$ cat src/rtl/autocat_epoch_sched.sv
// autocat_epoch_sched: time-multiplexes one autocat way-partition monitor
// across NUM_DSID tenants. Each epoch resets the monitor, forwards only the
// profiled DSID's LLC traffic, lets the sorter settle, then commits the
// suggested waymask through a valid/ready handshake.
// Optional build macro: AUTOCAT_SCHED_SKIP_SAME_EN -- keeps a per-DSID shadow
// of the last committed waymask and skips commits that would not change it.
module autocat_epoch_sched #(
  parameter int NUM_DSID            = 4,
  parameter int DSID_WIDTH          = 2,
  parameter int CACHE_ASSOCIATIVITY = 16,
  parameter int EPOCH_WIDTH         = 32,
  parameter int SETTLE_CYCLES       = 8
) (
  input  logic                           clk_in,
  input  logic                           reset_in,
  input  logic                           enable_in,
  input  logic [EPOCH_WIDTH-1:0]         epoch_len_in,
  input  logic                           access_valid_in,
  input  logic [DSID_WIDTH-1:0]          access_dsid_in,
  input  logic [CACHE_ASSOCIATIVITY-1:0] hit_vec_in,
  output logic                           monitor_reset_out,
  output logic                           monitor_access_valid_out,
  output logic [CACHE_ASSOCIATIVITY-1:0] monitor_hit_vec_out,
  input  logic [CACHE_ASSOCIATIVITY-1:0] suggested_waymask_in,
  output logic                           cfg_valid_out,
  output logic [DSID_WIDTH-1:0]          cfg_dsid_out,
  output logic [CACHE_ASSOCIATIVITY-1:0] cfg_waymask_out,
  input  logic                           cfg_ready_in,
  output logic [DSID_WIDTH-1:0]          cur_dsid_out,
  output logic                           busy_out
);

  localparam int CA = CACHE_ASSOCIATIVITY;
  localparam logic [EPOCH_WIDTH-1:0] EPOCH_ONE   = EPOCH_WIDTH'(1);
  localparam logic [EPOCH_WIDTH-1:0] SETTLE_LAST = EPOCH_WIDTH'(SETTLE_CYCLES);
  localparam logic [CA-1:0]          WAY0_ONLY   = CA'(1);
  localparam logic [DSID_WIDTH-1:0]  DSID_ONE    = DSID_WIDTH'(1);

  typedef enum logic [1:0] {
    ST_IDLE    = 2'd0,
    ST_MONITOR = 2'd1,
    ST_SETTLE  = 2'd2,
    ST_COMMIT  = 2'd3
  } state_t;

  state_t                  state_q, state_d;
  logic [DSID_WIDTH-1:0]   cur_dsid_q, cur_dsid_d;
  logic [EPOCH_WIDTH-1:0]  cnt_q, cnt_d;
  logic                    mon_rst_q, mon_rst_d;
  logic                    mon_valid_q;
  logic [CA-1:0]           mon_hit_q;
  logic [DSID_WIDTH-1:0]   cfg_dsid_q, cfg_dsid_d;
  logic [CA-1:0]           cfg_mask_q, cfg_mask_d;

  logic [EPOCH_WIDTH-1:0]  epoch_last;
  logic [CA-1:0]           sugg_fixed;
  logic                    handshake;
  logic                    pass_access;
  logic                    skip_same;

  // Last monitoring cycle of the epoch; a zero length behaves as one cycle.
  assign epoch_last  = (epoch_len_in == '0) ? '0 : (epoch_len_in - EPOCH_ONE);
  // An empty suggestion would starve the tenant, so fall back to way 0.
  assign sugg_fixed  = (suggested_waymask_in == '0) ? WAY0_ONLY : suggested_waymask_in;
  assign handshake   = (state_q == ST_COMMIT) && cfg_ready_in;
  assign pass_access = access_valid_in && (access_dsid_in == cur_dsid_q) &&
                       (state_q == ST_MONITOR);

`ifdef AUTOCAT_SCHED_SKIP_SAME_EN
  logic [CA-1:0] shadow_q [NUM_DSID];

  assign skip_same = (sugg_fixed == shadow_q[cur_dsid_q]);

  // Shadow of the waymask last accepted by the config block, per DSID.
  always_ff @(posedge clk_in) begin
    for (int i = 0; i < NUM_DSID; i++) begin
      if (reset_in) begin
        shadow_q[i] <= '1;
      end else if (handshake && (cfg_dsid_q == DSID_WIDTH'(i))) begin
        shadow_q[i] <= cfg_mask_q;
      end
    end
  end
`else
  assign skip_same = 1'b0;
`endif

  // Scheduler state register and commit payload.
  always_ff @(posedge clk_in) begin
    if (reset_in) begin
      state_q    <= ST_IDLE;
      cur_dsid_q <= '0;
      cnt_q      <= '0;
      mon_rst_q  <= 1'b1;
      cfg_dsid_q <= '0;
      cfg_mask_q <= '1;
    end else begin
      state_q    <= state_d;
      cur_dsid_q <= cur_dsid_d;
      cnt_q      <= cnt_d;
      mon_rst_q  <= mon_rst_d;
      cfg_dsid_q <= cfg_dsid_d;
      cfg_mask_q <= cfg_mask_d;
    end
  end

  // Next-state logic: epoch counting, settle wait, sampling and handshake.
  always_comb begin
    state_d    = state_q;
    cur_dsid_d = cur_dsid_q;
    cnt_d      = cnt_q;
    mon_rst_d  = 1'b0;
    cfg_dsid_d = cfg_dsid_q;
    cfg_mask_d = cfg_mask_q;
    case (state_q)
      ST_IDLE: begin
        if (enable_in) begin
          state_d   = ST_MONITOR;
          mon_rst_d = 1'b1;
          cnt_d     = '0;
        end
      end
      ST_MONITOR: begin
        // Live compare: a shortened epoch length past the counter only ends
        // the epoch once the counter wraps round to it again.
        if (cnt_q == epoch_last) begin
          state_d = ST_SETTLE;
          cnt_d   = '0;
        end else begin
          cnt_d = cnt_q + EPOCH_ONE;
        end
      end
      ST_SETTLE: begin
        if (cnt_q == SETTLE_LAST) begin
          cnt_d = '0;
          if (skip_same) begin
            // Nothing would change in the partition config: move on.
            cur_dsid_d = cur_dsid_q + DSID_ONE;
            if (enable_in) begin
              state_d   = ST_MONITOR;
              mon_rst_d = 1'b1;
            end else begin
              state_d = ST_IDLE;
            end
          end else begin
            cfg_mask_d = sugg_fixed;
            cfg_dsid_d = cur_dsid_q;
            state_d    = ST_COMMIT;
          end
        end else begin
          cnt_d = cnt_q + EPOCH_ONE;
        end
      end
      ST_COMMIT: begin
        if (cfg_ready_in) begin
          cur_dsid_d = cur_dsid_q + DSID_ONE;
          cnt_d      = '0;
          if (enable_in) begin
            state_d   = ST_MONITOR;
            mon_rst_d = 1'b1;
          end else begin
            state_d = ST_IDLE;
          end
        end
      end
      default: begin
        state_d = ST_IDLE;
      end
    endcase
  end

  // Access filter: only the profiled DSID's lookups reach the monitor.
  always_ff @(posedge clk_in) begin
    if (reset_in) begin
      mon_valid_q <= 1'b0;
      mon_hit_q   <= '0;
    end else begin
      mon_valid_q <= pass_access;
      mon_hit_q   <= pass_access ? hit_vec_in : '0;
    end
  end

  assign monitor_reset_out        = mon_rst_q;
  assign monitor_access_valid_out = mon_valid_q;
  assign monitor_hit_vec_out      = mon_hit_q;
  assign cfg_valid_out            = (state_q == ST_COMMIT);
  assign cfg_dsid_out             = cfg_dsid_q;
  assign cfg_waymask_out          = cfg_mask_q;
  assign cur_dsid_out             = cur_dsid_q;
  assign busy_out                 = (state_q != ST_IDLE);

endmodule

$ cat config.mk
export PLATFORM = sky130hd
export DESIGN_NAME = autocat_epoch_sched
export DESIGN_NICKNAME = d
export VERILOG_FILES = /design/src/rtl/autocat_epoch_sched.sv
export SDC_FILE = /design/constraint.sdc
export NUM_CORES = 1
export LEC_CHECK = 0
export BUFFER_PORTS_ARGS = -buffer_cell sky130_fd_sc_hd__buf_2
export CORE_UTILIZATION = 50
export CTS_BUF_LIST = sky130_fd_sc_hd__clkbuf_4
export CTS_CLUSTER_SIZE = 10
export DETAILED_ROUTE_END_ITERATION = 8
export GPL_TIMING_DRIVEN = 0
export PLACE_DENSITY = 0.75
export SLEW_MARGIN = 20
export SYNTH_ARGS = -nofsm -noshare
export SYNTH_HDL_FRONTEND = slang
export SYNTH_SLANG_ARGS = --single-unit
export TNS_END_PERCENT = 20
$ cat constraint.sdc
create_clock -name clk_in -period 4.2 [get_ports clk_in]
set_clock_uncertainty 0.15 [all_clocks]
set_input_delay 0.42 -clock clk_in [delete_from_list [all_inputs] [get_ports clk_in]]
set_output_delay 0.42 -clock clk_in [all_outputs]
set_load 0.01 [all_outputs]
==> After elaboration in Yosys (flattened, before gate mapping) <==
Cells that the tools add are included.
{ "totals": {"in_bits": 71, "out_inout_bits": 40, "word_cells": 49, "regBits": 72} }
{ "op_classes": {"n_bitwise": 1, "n_eq_ne": 10, "reduce_logical": 11, "addsub": 3, "muxes": 16} }
{ "op_table": {"columns": ["cell", "count"], "rows": [
  ["32-bit two-way mux", 5],
  ["32-bit one-hot mux with 4 select lines", 1],
  ["32-bit by 1-bit adder with 32-bit output (second input constant)", 1],
  ["32-bit == test", 1],
  ["32-bit by 4-bit == test with 1-bit output (second input constant)", 1],
  ["32-bit zero test", 1],
  ["32-bit by 1-bit subtractor with 32-bit output (second input constant)", 1],
  ["16-bit zero test", 1],
  ["16-bit two-way mux", 1],
  ["2-bit two-way mux", 4],
  ["2-bit one-hot mux with 4 select lines", 1],
  ["2-bit AND reduction", 3],
  ["2-bit == test (second input constant)", 2],
  ["2-bit by 1-bit inequality test with 1-bit output (second input constant)", 2],
  ["2-bit inequality test (second input constant)", 2],
  ["4-bit AND reduction", 1],
  ["1-bit two-way mux", 3],
  ["2-bit by 1-bit adder with 2-bit output (second input constant)", 1],
  ["2-bit by 1-bit == test with 1-bit output (second input constant)", 1],
  ["2-bit == test", 1],
  ["1-bit logical AND", 2],
  ["2-bit zero test", 1],
  ["1-bit one-hot mux with 2 select lines", 1],
  ["2-bit nonzero test", 1],
  ["2 further kinds", 2]
]} }

==> Depth between registers and ports, before layout <==
Gate-level depths: netlist (run 1).
{ "depth": {"depth_word": 5, "depth_mapped": 15, "depth_no_buf": 13} }

==> Worst setup path after synthesis (run 1) <==
Ideal clock, no wire load.
{ "synth_path": {"path_kind": "input to register", "start": "input port epoch_len_in[25]", "end": "register cnt_q[2]", "arrival_time_ns": 3.463, "path_buffers": 3, "setup_time_ns": 0.133, "path_slack_ns": 0.454, "required_time_ns": 3.917, "stages": 14, "cell_sequence": "or4_4 > nand4b_4 > or4_1 > buf_2 > o21ai_2 > a21oi_2 > a2111oi_4 > nand4_1 > o41ai_2 > a21oi_2 > buf_4 > buf_6 > a21oi_1 > a31oi_1"} }
{ "synth_between": {"elab_chain_cells": 5, "word_cells_on_any_way": 6, "cone_classes": "add/sub: 1; eq/ne: 1; mux: 3; reduce/logical: 1"} }
{ "synth_lines": {"columns": ["item", "line_no", "source"], "rows": [
  ["start, declared", "17", "input logic [EPOCH_WIDTH-1:0] epoch_len_in,"],
  ["32-bit by 1-bit subtractor with 32-bit output or 32-bit zero test (tied branches)", "62", "assign epoch_last = (epoch_len_in == '0) ? '0 : (epoch_len_in - EPOCH_ONE);"],
  ["32-bit two-way mux (*)", "62", null],
  ["32-bit == test (*)", "126", "if (cnt_q == epoch_last) begin"],
  ["32-bit two-way mux (*)", "126", null],
  ["32-bit one-hot mux with 4 select lines (*)", "115", "case (state_q)"],
  ["end signal, assigned", "100", "cnt_q <= cnt_d;"],
  ["end, declared", "48", "logic [EPOCH_WIDTH-1:0] cnt_q, cnt_d;"]
]} }
Mark *: on every way between the ends. The rest lies on a longest branch, timed or not.
A chain may end at the register's enable or synchronous reset.

==> Worst setup path after layout (run 1) <==
{ "layout_path": {"start": "input port epoch_len_in[3]", "end": "register cnt_q[5]"} }
Same word-level chain as after synthesis.

==> impl_metrics.toml, run 1 <==
[drt]
antenna_left = 0
avgRoutedWirePerCell_um = 15.4
num_vias = 4754
drtPass1Iterations = 7
first_iter_violations = 344
vias_per_cell = 5.88
routed_wl_um = 12400
remaining_drc_errors = 10

[yosys]
yosysUniqueCellTypes = 70
avgSynthCellArea_um2 = 7.98
yosysSeqAreaShare = 0.314
ys_seq_elements = 72
synth_top_area_cell = "dfxtp_1"
synth_top_area_frac = 0.314
ys_top_cells_by_area = "dfxtp_1 (31%), nand2_1 (5.1%), mux2i_1 (5.0%)"
synth_nets = 655
yosys_warnings = 0
syn_area_mm2 = 0.00459
synthArstFlopShare = 0
netlist_instances = 576
synth_ff_type = "dfxtp_1"
synth-edff-count = 0

[floorplanning]
start_util = 0.522
row_count = 34
die_area_mm2 = 0.00958
boundaryPins = 111
core-area_mm2 = 0.00881
die_y_um = 97.9
dieWidth_um = 97.9

[place]
pre_cts_ws_ps = -365
gp_congestion = 0.939
portBuffers = 109
hpwl_um = 9700

[sta]
setup_violations = 0
fmax_mhz = 249
fin_hold_ws_ps = 45.5
slew_violations = 0
fin_ws_ps = 186
finalHoldViolCount = 0
finalWorstPathRequiredPeriod_ps = 4010
fin_crit_sh = 0.956
maxSlewHeadroom = 0.476
tightest_slew_ps = 779

[min_path]
whs_path_depth = 2
hold_class = "in2reg"

[global_routing]
grt_pass1_wl_um = 20200
grt_use_total = 0.259
grt_start_max_net_pins = 13
grt_antenna_before_repair = 0
gr-total-overflow = 0
grt_pass1_vias = 4450

[setup_path]
arrival_ps = 4150
cp-end-kind = "register"
worst-setup-path-type = "in2reg"
crit_top_cell = "buf_2"
slowest_stage = "o41ai_4"
rr_worst_depth = 11
crit_chain = "buf_2 -> nor4_4 -> nand3_2 -> buf_2 -> nor4_2 -> xnor2_1 -> a22o_1 -> a221oi_1 -> nand4_1 -> o41ai_4 -> a21oi_2 -> buf_4 -> buf_6 -> a21oi_1 -> a31oi_1"
crit_family = "compound AO/OA/AOI/OAI gates"
max_stage_delay_ps = 520
cp_num_cells = 15
crit_required_ps = 4340
critPathLaunchType = "input pin"
cp_max_fo = 10
ff2ff_setup_slack_ps = 790
path_buf_inv = 4

[power_and_ir_drop]
pwr_density_cell_mw_per_mm2 = 287
vdd.ir_drop.worst_v = 0.000278
p_leak_nw = 2.24

[final_layout]
area_delta_synth_final_pct = 18.1
antenna_cells = 0
regArea_mm2 = 0.00144
drive_above_1_share = 0.214
nets = 775
final_cell_mix = "buf_2 (112), dfxtp_1 (72), nand2_1 (62)"
fillers = 831
layout_commonest_cell = "buf_2"
multi_input_area_mm2 = 0.00296

[clock_tree]
clock_path_buffers = 2
cts_tree = "done"
ctsHtreeMaxLevel = 3
insertion_delay_ps = 420
cts_setup_buffers = 0
root_buffer = "clkbuf_4"
ctsResizeCount = 0
path_clk_slew_ps = 110
clock_sinks = 72
cts_buffers = 9
cts_hold_buf = 0

[flow_run]
maxCapViolCount = 0

[status]
status = "complete, but fails checks"
violations = "DRC"
-- state kept, by name, summed over array words and instances (netlist names) --
name / flops
cnt_q: 32
cfg_waymask_out: 16
monitor_hit_vec_out: 16
cfg_dsid_out: 2
cur_dsid_out: 2
state_q: 2
monitor_access_valid_out: 1
monitor_reset_out: 1
-- metal layers --
layer  track usage  wire length, um
met1         0.322             5580
met2         0.433             5810
met3        0.0465              705
met4         0.122              349
met5             0                0
-- power by group --
part	internal, mW	switching, mW	total, mW	leakage (nW)
clock	0.175	0.245	0.420	0.0668
sequential	0.702	0.0178	0.719	0.581
combinational	0.160	0.256	0.416	1.60
-- per-stage QoR --
step                      total power, mW  instances  TNS [ps]  utilization  cell area [um2]
final                                1.56        809         0        0.616             5430
after global routing                 1.63        809     -50.6        0.616             5430
after CTS                            1.56        809         0        0.614             5410
after detailed placement             1.14        793     -8320        0.599             5280
after global placement               1.13        793     -4980        0.599             5280
after floorplan                     0.993        576         0            -             4590
-- cell type report --
cell class	instances	area share
buffer	35	0.0284
clock buffer	9	0.0124
clock inverter	7	0.0115
inverter	17	0.0118
multi-input combinational	452	0.545
sequential	72	0.266
tap	108	0.0249
timing repair buffer	109	0.101
-- kinds of logic (layout without fill, tap and decap cells) --
| group | after synthesis | in the layout | synth area share |
|---|---|---|---|
| AOI/OAI and AO/OA | 118 | 118 | 0.176 |
| and+or+nand+nor | 255 | 255 | 0.299 |
| xor gates and xnor gates | 48 | 48 | 0.0915 |
| DFF | 72 | 72 | 0.314 |
| adders and majority gates | 8 | 8 | 0.0218 |
| muxes | 23 | 23 | 0.0501 |
| buffers and inverters | 52 | 177 | 0.0474 |
-- synthesized netlist by cell type (all sizes together), types with 13 or more instances --
cell type / number
nand2: 62
o21ai: 30
and2: 18
xnor2: 25
nand3: 28
nor2: 39
a31oi: 18
nand2b: 13
clkbuf: 27
xor2: 23
mux2i: 23
nor4: 21
dfxtp: 72
a21oi: 24
inv: 17
nor3: 23
and3: 17
-- path summary, 6_finish.rpt --
check                                        from                                end
setup / recovery                  epoch_len_in[3]              cnt_q[5]$_SDFFE_PP0P_
hold / removal                      hit_vec_in[1]  monitor_hit_vec_out[1]$_SDFF_PP0_
setup reg to reg            cnt_q[3]$_SDFFE_PP0P_             cnt_q[31]$_SDFFE_PP0P_
hold reg to reg   cfg_waymask_out[7]$_SDFFE_PP1P_    cfg_waymask_out[7]$_SDFFE_PP1P_
No activity file was read; power rests on OpenSTA's default activity.
==> run 2, diff against run 1 <==
--- a/config.mk
+++ b/config.mk
@@ -6,12 +6,11 @@
 export NUM_CORES = 1
 export LEC_CHECK = 0
 export BUFFER_PORTS_ARGS = -buffer_cell sky130_fd_sc_hd__buf_2
-export CORE_UTILIZATION = 50
+export CORE_UTILIZATION = 35
 export CTS_BUF_LIST = sky130_fd_sc_hd__clkbuf_4
 export CTS_CLUSTER_SIZE = 10
 export DETAILED_ROUTE_END_ITERATION = 8
 export GPL_TIMING_DRIVEN = 0
-export PLACE_DENSITY = 0.75
 export SLEW_MARGIN = 20
 export SYNTH_ARGS = -nofsm -noshare
 export SYNTH_HDL_FRONTEND = slang
==> constraint.sdc (replaced) <==
create_clock -name clk_in -period 3.38 [get_ports clk_in]
set_clock_uncertainty 0.15 [all_clocks]
set_input_delay 0.338 -clock clk_in [delete_from_list [all_inputs] [get_ports clk_in]]
set_output_delay 0.338 -clock clk_in [all_outputs]
set_load 0.01 [all_outputs]
==> run 2 against run 1 <==
  * The run now ends clean
  * Wire length increased by 14%
  * Flip-flop and latch count unchanged
  * Clock-buffer cell count increased by 1
  * Critical path type unchanged
==> impl_metrics.toml, run 2 (synthesis results as in run 1) <==
[final_layout]
largest_register_ffs = 32
final_cell_mix = "buf_2 (108), dfxtp_1 (72), nand2_1 (61)"
stdcell_area_mm2 = 0.00616
largest_register = "cnt_q"
fin_cells = 923
layout_commonest_cell = "buf_2"
area_delta_synth_final_pct = 34.2
antenna_cells = 0
utilization = 0.485
drive_above_1_share = 0.258
nets = 828

[power_and_ir_drop]
p_seq_frac = 0.458
switchingPower_mw = 0.675
power_switching_share = 0.346
pwr-share-comb = 0.321
vdd.ir_drop.worst_v = 0.000234
p_int_mw = 1.27
p_leak_nw = 2.53
pwr_density_cell_mw_per_mm2 = 316
pwr-share-clk = 0.221
p_total_mw = 1.95

[clock_tree]
ctsHtreeMaxLevel = 3
clock_sinks = 72
cts_tree = "done"
clock_path_buffers = 2
root_buffer = "clkbuf_4"
path_clk_slew_ps = 110
cts_buffers = 9
insertion_delay_ps = 420

[drt]
num_vias = 4961
remaining_drc_errors = 0
routed_wl_um = 14200
drtPass1Iterations = 5
first_iter_violations = 286
antenna_left = 0
avgRoutedWirePerCell_um = 15.3
vias_per_cell = 5.37

[sta]
finalHoldViolCount = 0
slew_violations = 0
fin_ws_ps = 77.3
maxSlewHeadroom = 0.422
tightest_slew_ps = 860
rsz0062_at_grt = "yes"
fmax_mhz = 303
fin_hold_ws_ps = 52.4
setup_violations = 0
finalWorstPathRequiredPeriod_ps = 3300
fin_crit_sh = 0.977
fin_setup_tns_ps = 0

[place]
placed_area_mm2 = 0.00541
gp_congestion = 0.891
hpwl_um = 10000
pre_cts_ws_ps = -718
portBuffers = 109
place_inst = 857

[floorplanning]
dieWidth_um = 117
row_count = 41
core-area_mm2 = 0.0127
die_area_mm2 = 0.0136
die_y_um = 117
start_util = 0.361
boundaryPins = 111

[setup_path]
crit_end = "cnt_q[31]$_SDFFE_PP0P_"
rr_worst_depth = 12
cp-startpoint = "epoch_len_in[5]"
crit_required_ps = 3540
cp-end-kind = "register"
regToRegStartpoint = "cnt_q[1]$_SDFFE_PP0P_"
r2r_end = "cnt_q[30]$_SDFFE_PP0P_"
ff2ff_setup_slack_ps = 290
arrival_ps = 3460
worst-setup-path-type = "in2reg"
cp_max_fo = 9
critPathLaunchType = "input pin"

[min_path]
whs_path_depth = 3
hold_class = "in2reg"

[global_routing]
grt_pass1_wl_um = 22300
grt_use_total = 0.209
grt_antenna_before_repair = 0
grt_start_max_net_pins = 11
grt_pass1_vias = 4680
gr-total-overflow = 0

[flow_run]
maxCapViolCount = 0

[status]
status = "complete, no violations"
-- run 2: cell types whose count changed in the layout (fill, tap and decap cells not counted), sizes merged --
| cell | delta |
|---|---|
| clkbuf | -1 |
| clkinv | -1 |
| bufinv | -1 |
| clkinvlp | -2 |
| buf | +24 |
| dlygate4sd3 | +31 |
-- run 2: cell type report --
| cell class | count | area (um2) |
|---|---|---|
| buffer | 32 | 161 |
| clock buffer | 10 | 75.1 |
| clock inverter | 3 | 12.5 |
| fill | 1253 | 6560 |
| inverter | 17 | 63.8 |
| multi-input combinational | 452 | 3120 |
| sequential | 72 | 1440 |
| tap | 172 | 215 |
| timing repair buffer | 165 | 1080 |
-- run 2: worst min-delay path by stage --
stage                                                 from  slack, ps                                end
after global routing               suggested_waymask_in[0]         40    cfg_waymask_out[0]$_SDFFE_PP1P_
after global placement    cfg_waymask_out[13]$_SDFFE_PP1P_        300   cfg_waymask_out[13]$_SDFFE_PP1P_
after detailed placement   cfg_waymask_out[4]$_SDFFE_PP1P_        310    cfg_waymask_out[4]$_SDFFE_PP1P_
final                              suggested_waymask_in[0]         50    cfg_waymask_out[0]$_SDFFE_PP1P_
after floorplan                              hit_vec_in[0]        310  monitor_hit_vec_out[0]$_SDFF_PP0_
after CTS                          suggested_waymask_in[0]         40    cfg_waymask_out[0]$_SDFFE_PP1P_
-- run 2: power groups by stage --
stage / registers [mW] / logic (mW) / clock network (mW)
after floorplan: 0.912 / 0.332 / 0
after global placement: 0.911 / 0.510 / 0
after global routing: 0.897 / 0.685 / 0.488
after detailed placement: 0.911 / 0.523 / 0
final: 0.893 / 0.626 / 0.430
after CTS: 0.892 / 0.597 / 0.440
-- run 2: what timing repair did --
action | 4_1_cts | 5_1_grt
pin swaps | 9 | 13
buffers inserted | 14 | 12
hold buffers | 31 | 0
resized for setup | 13 | 27
endpoints found under the setup margin | 29 | 32
hold endpoints to repair | 31 | 0
-- run 2: per-layer routing --
layer  vias to the layer above  track usage  part of all wire
met5                         -            0                 0
met4                         0       0.0692             0.019
met3                        24       0.0441             0.071
met2                       207        0.355              0.46
met1                      2303        0.263              0.45
li1                       2427            -                 -
-- run 2: critical path, cell delays in order --
cell and delay [ps]:
buf_2 130, nor4_4 300, buf_4 170, nand3_4 100, buf_4 160, nor4_1 340
xnor2_1 190, a22o_1 200, a2111oi_0 370, nand4_1 210, o41ai_4 250, buf_6 180
a21oi_4 120, buf_12 160, a41oi_1 180, a31oi_1 60
==> run 3, diff against run 2 <==
--- a/config.mk
+++ b/config.mk
@@ -6,11 +6,13 @@
 export NUM_CORES = 1
 export LEC_CHECK = 0
 export BUFFER_PORTS_ARGS = -buffer_cell sky130_fd_sc_hd__buf_2
+export CAP_MARGIN = 40
 export CORE_UTILIZATION = 35
 export CTS_BUF_LIST = sky130_fd_sc_hd__clkbuf_4
 export CTS_CLUSTER_SIZE = 10
 export DETAILED_ROUTE_END_ITERATION = 8
 export GPL_TIMING_DRIVEN = 0
+export RECOVER_POWER = 100
 export SLEW_MARGIN = 20
 export SYNTH_ARGS = -nofsm -noshare
 export SYNTH_HDL_FRONTEND = slang
==> run 3 against run 2 <==
  * Power is 0.53% lower
  * Utilization is 0.35 points lower
  * Wire length is 0.11% lower
  * Clock power hardly changed
  * Largest cell class unchanged
  * Largest power group unchanged
  * First-iteration DRC count is 0.35% higher
  * Sequential share of layout area is 0.17 points higher
  * Global-route usage stayed put
  * Clock-buffer cell count stayed put
  * Maximum frequency hardly changed
  * Combinational power is 1% lower
  * Flip-flop and latch count stayed put
  * Die area stayed put
==> impl_metrics.toml, run 3 (synthesis results as in run 1) <==
[clock_tree]
root_buffer = "clkbuf_4"
clock_path_buffers = 2
path_clk_slew_ps = 120
clock_sinks = 72
insertion_delay_ps = 420
cts_tree = "done"
cts_buffers = 9
ctsHtreeMaxLevel = 3

[setup_path]
cp_num_cells = 14
cp_max_fo = 9
critPathLaunchType = "input pin"
crit_chain = "buf_6 -> or4_4 -> nand4b_4 -> or4_4 -> o21ai_2 -> a21oi_2 -> a2111oi_4 -> nand4_1 -> o41ai_4 -> buf_6 -> a21oi_4 -> buf_12 -> a41oi_1 -> a31oi_1"
arrival_ps = 3450
rr_worst_depth = 12
max_stage_delay_ps = 640
crit_family = "simple AND/OR/NAND/NOR gates"
slowest_stage = "or4_4"
crit_required_ps = 3530
path_buf_inv = 3
ff2ff_setup_slack_ps = 280
worst-setup-path-type = "in2reg"
cp-end-kind = "register"

[sta]
slew_violations = 0
finalHoldViolCount = 0
rsz0062_at_grt = "yes"
finalWorstPathRequiredPeriod_ps = 3300
fin_ws_ps = 80.0
tightest_slew_ps = 607
setup_violations = 0
fmax_mhz = 303
maxSlewHeadroom = 0.596
fin_setup_tns_ps = 0
fin_crit_sh = 0.976
fin_hold_ws_ps = 55.6

[place]
place_inst = 857
hpwl_um = 10000
portBuffers = 109
pre_cts_ws_ps = -718
gp_congestion = 0.891

[drt]
antenna_left = 0
routed_wl_um = 14100
vias_per_cell = 5.31
drtPass1Iterations = 5
first_iter_violations = 287
num_vias = 4906
avgRoutedWirePerCell_um = 15.3
remaining_drc_errors = 0

[global_routing]
grt_start_max_net_pins = 11
grt_pass1_wl_um = 22300
grt_use_total = 0.209
gr-total-overflow = 0
grt_antenna_before_repair = 0
grt_pass1_vias = 4680

[floorplanning]
start_util = 0.361
dieWidth_um = 117
die_y_um = 117
core-area_mm2 = 0.0127
row_count = 41
boundaryPins = 111
die_area_mm2 = 0.0136

[power_and_ir_drop]
p_total_mw = 1.94
p_leak_nw = 2.41
vdd.ir_drop.worst_v = 0.000227
pwr_density_cell_mw_per_mm2 = 317

[final_layout]
area_delta_synth_final_pct = 33.2
fillers = 1275
largest_register = "cnt_q"
largest_register_ffs = 32
nets = 829
drive_above_1_share = 0.206
final_cell_mix = "dfxtp_1 (72), buf_2 (69), clkbuf_1 (63)"
layout_commonest_cell = "dfxtp_1"
antenna_cells = 0
fin_cells = 924

[flow_run]
maxCapViolCount = 0

[min_path]
hold_class = "in2reg"
whs_path_depth = 3

[status]
status = "complete, no violations"
[run 3: layout make-up]
type	instances	area, um2	share of cell area
buffer	32	161	0.0264
clock buffer	10	75.1	0.0123
clock inverter	3	12.5	0.00204
inverter	17	63.8	0.0104
multi-input combinational	452	3120	0.510
sequential	72	1440	0.236
tap	172	215	0.0352
timing repair buffer	166	1030	0.168
[run 3: metal layers]
layer  wire (um)  global-route usage
met1        6320               0.263
met2        6640               0.355
met3         965              0.0441
met4         218              0.0692
met5           0                   0
[run 3: final timing paths]
| check | endpoint | startpoint |
|---|---|---|
| min | cfg_waymask_out[0]$_SDFFE_PP1P_ | suggested_waymask_in[0] |
| max reg2reg | cnt_q[30]$_SDFFE_PP0P_ | cnt_q[1]$_SDFFE_PP0P_ |
| max | cnt_q[31]$_SDFFE_PP0P_ | epoch_len_in[28] |
| min reg2reg | cfg_waymask_out[11]$_SDFFE_PP1P_ | cfg_waymask_out[11]$_SDFFE_PP1P_ |
[run 3: per-stage QoR]
stage / utilization / cell area [um2]
after CTS: 0.471 / 6000
after global routing: 0.481 / 6120
after floorplan: - / 4650
final: 0.481 / 6120
after detailed placement: 0.425 / 5410
after global placement: 0.425 / 5410
[run 3: report_power, final]
group,internal [mW],switching (mW)
combinational,0.256,0.363
clock,0.142,0.285
sequential,0.872,0.0218
total,1.27,0.670
[run 3: tightest hold or removal path: cells and delay by family]
family / cells / cell delay [ps]
buffers and inverters: 1 / 70
AO/OA/AOI/OAI: 2 / 180
[run 3: repair_timing]
item	CTS	global route
buffers inserted	14	12
pin swaps	9	13
endpoints found under the hold margin	31	0
resized for setup	13	27
endpoints found under the setup margin	29	32
hold buffers	31	0
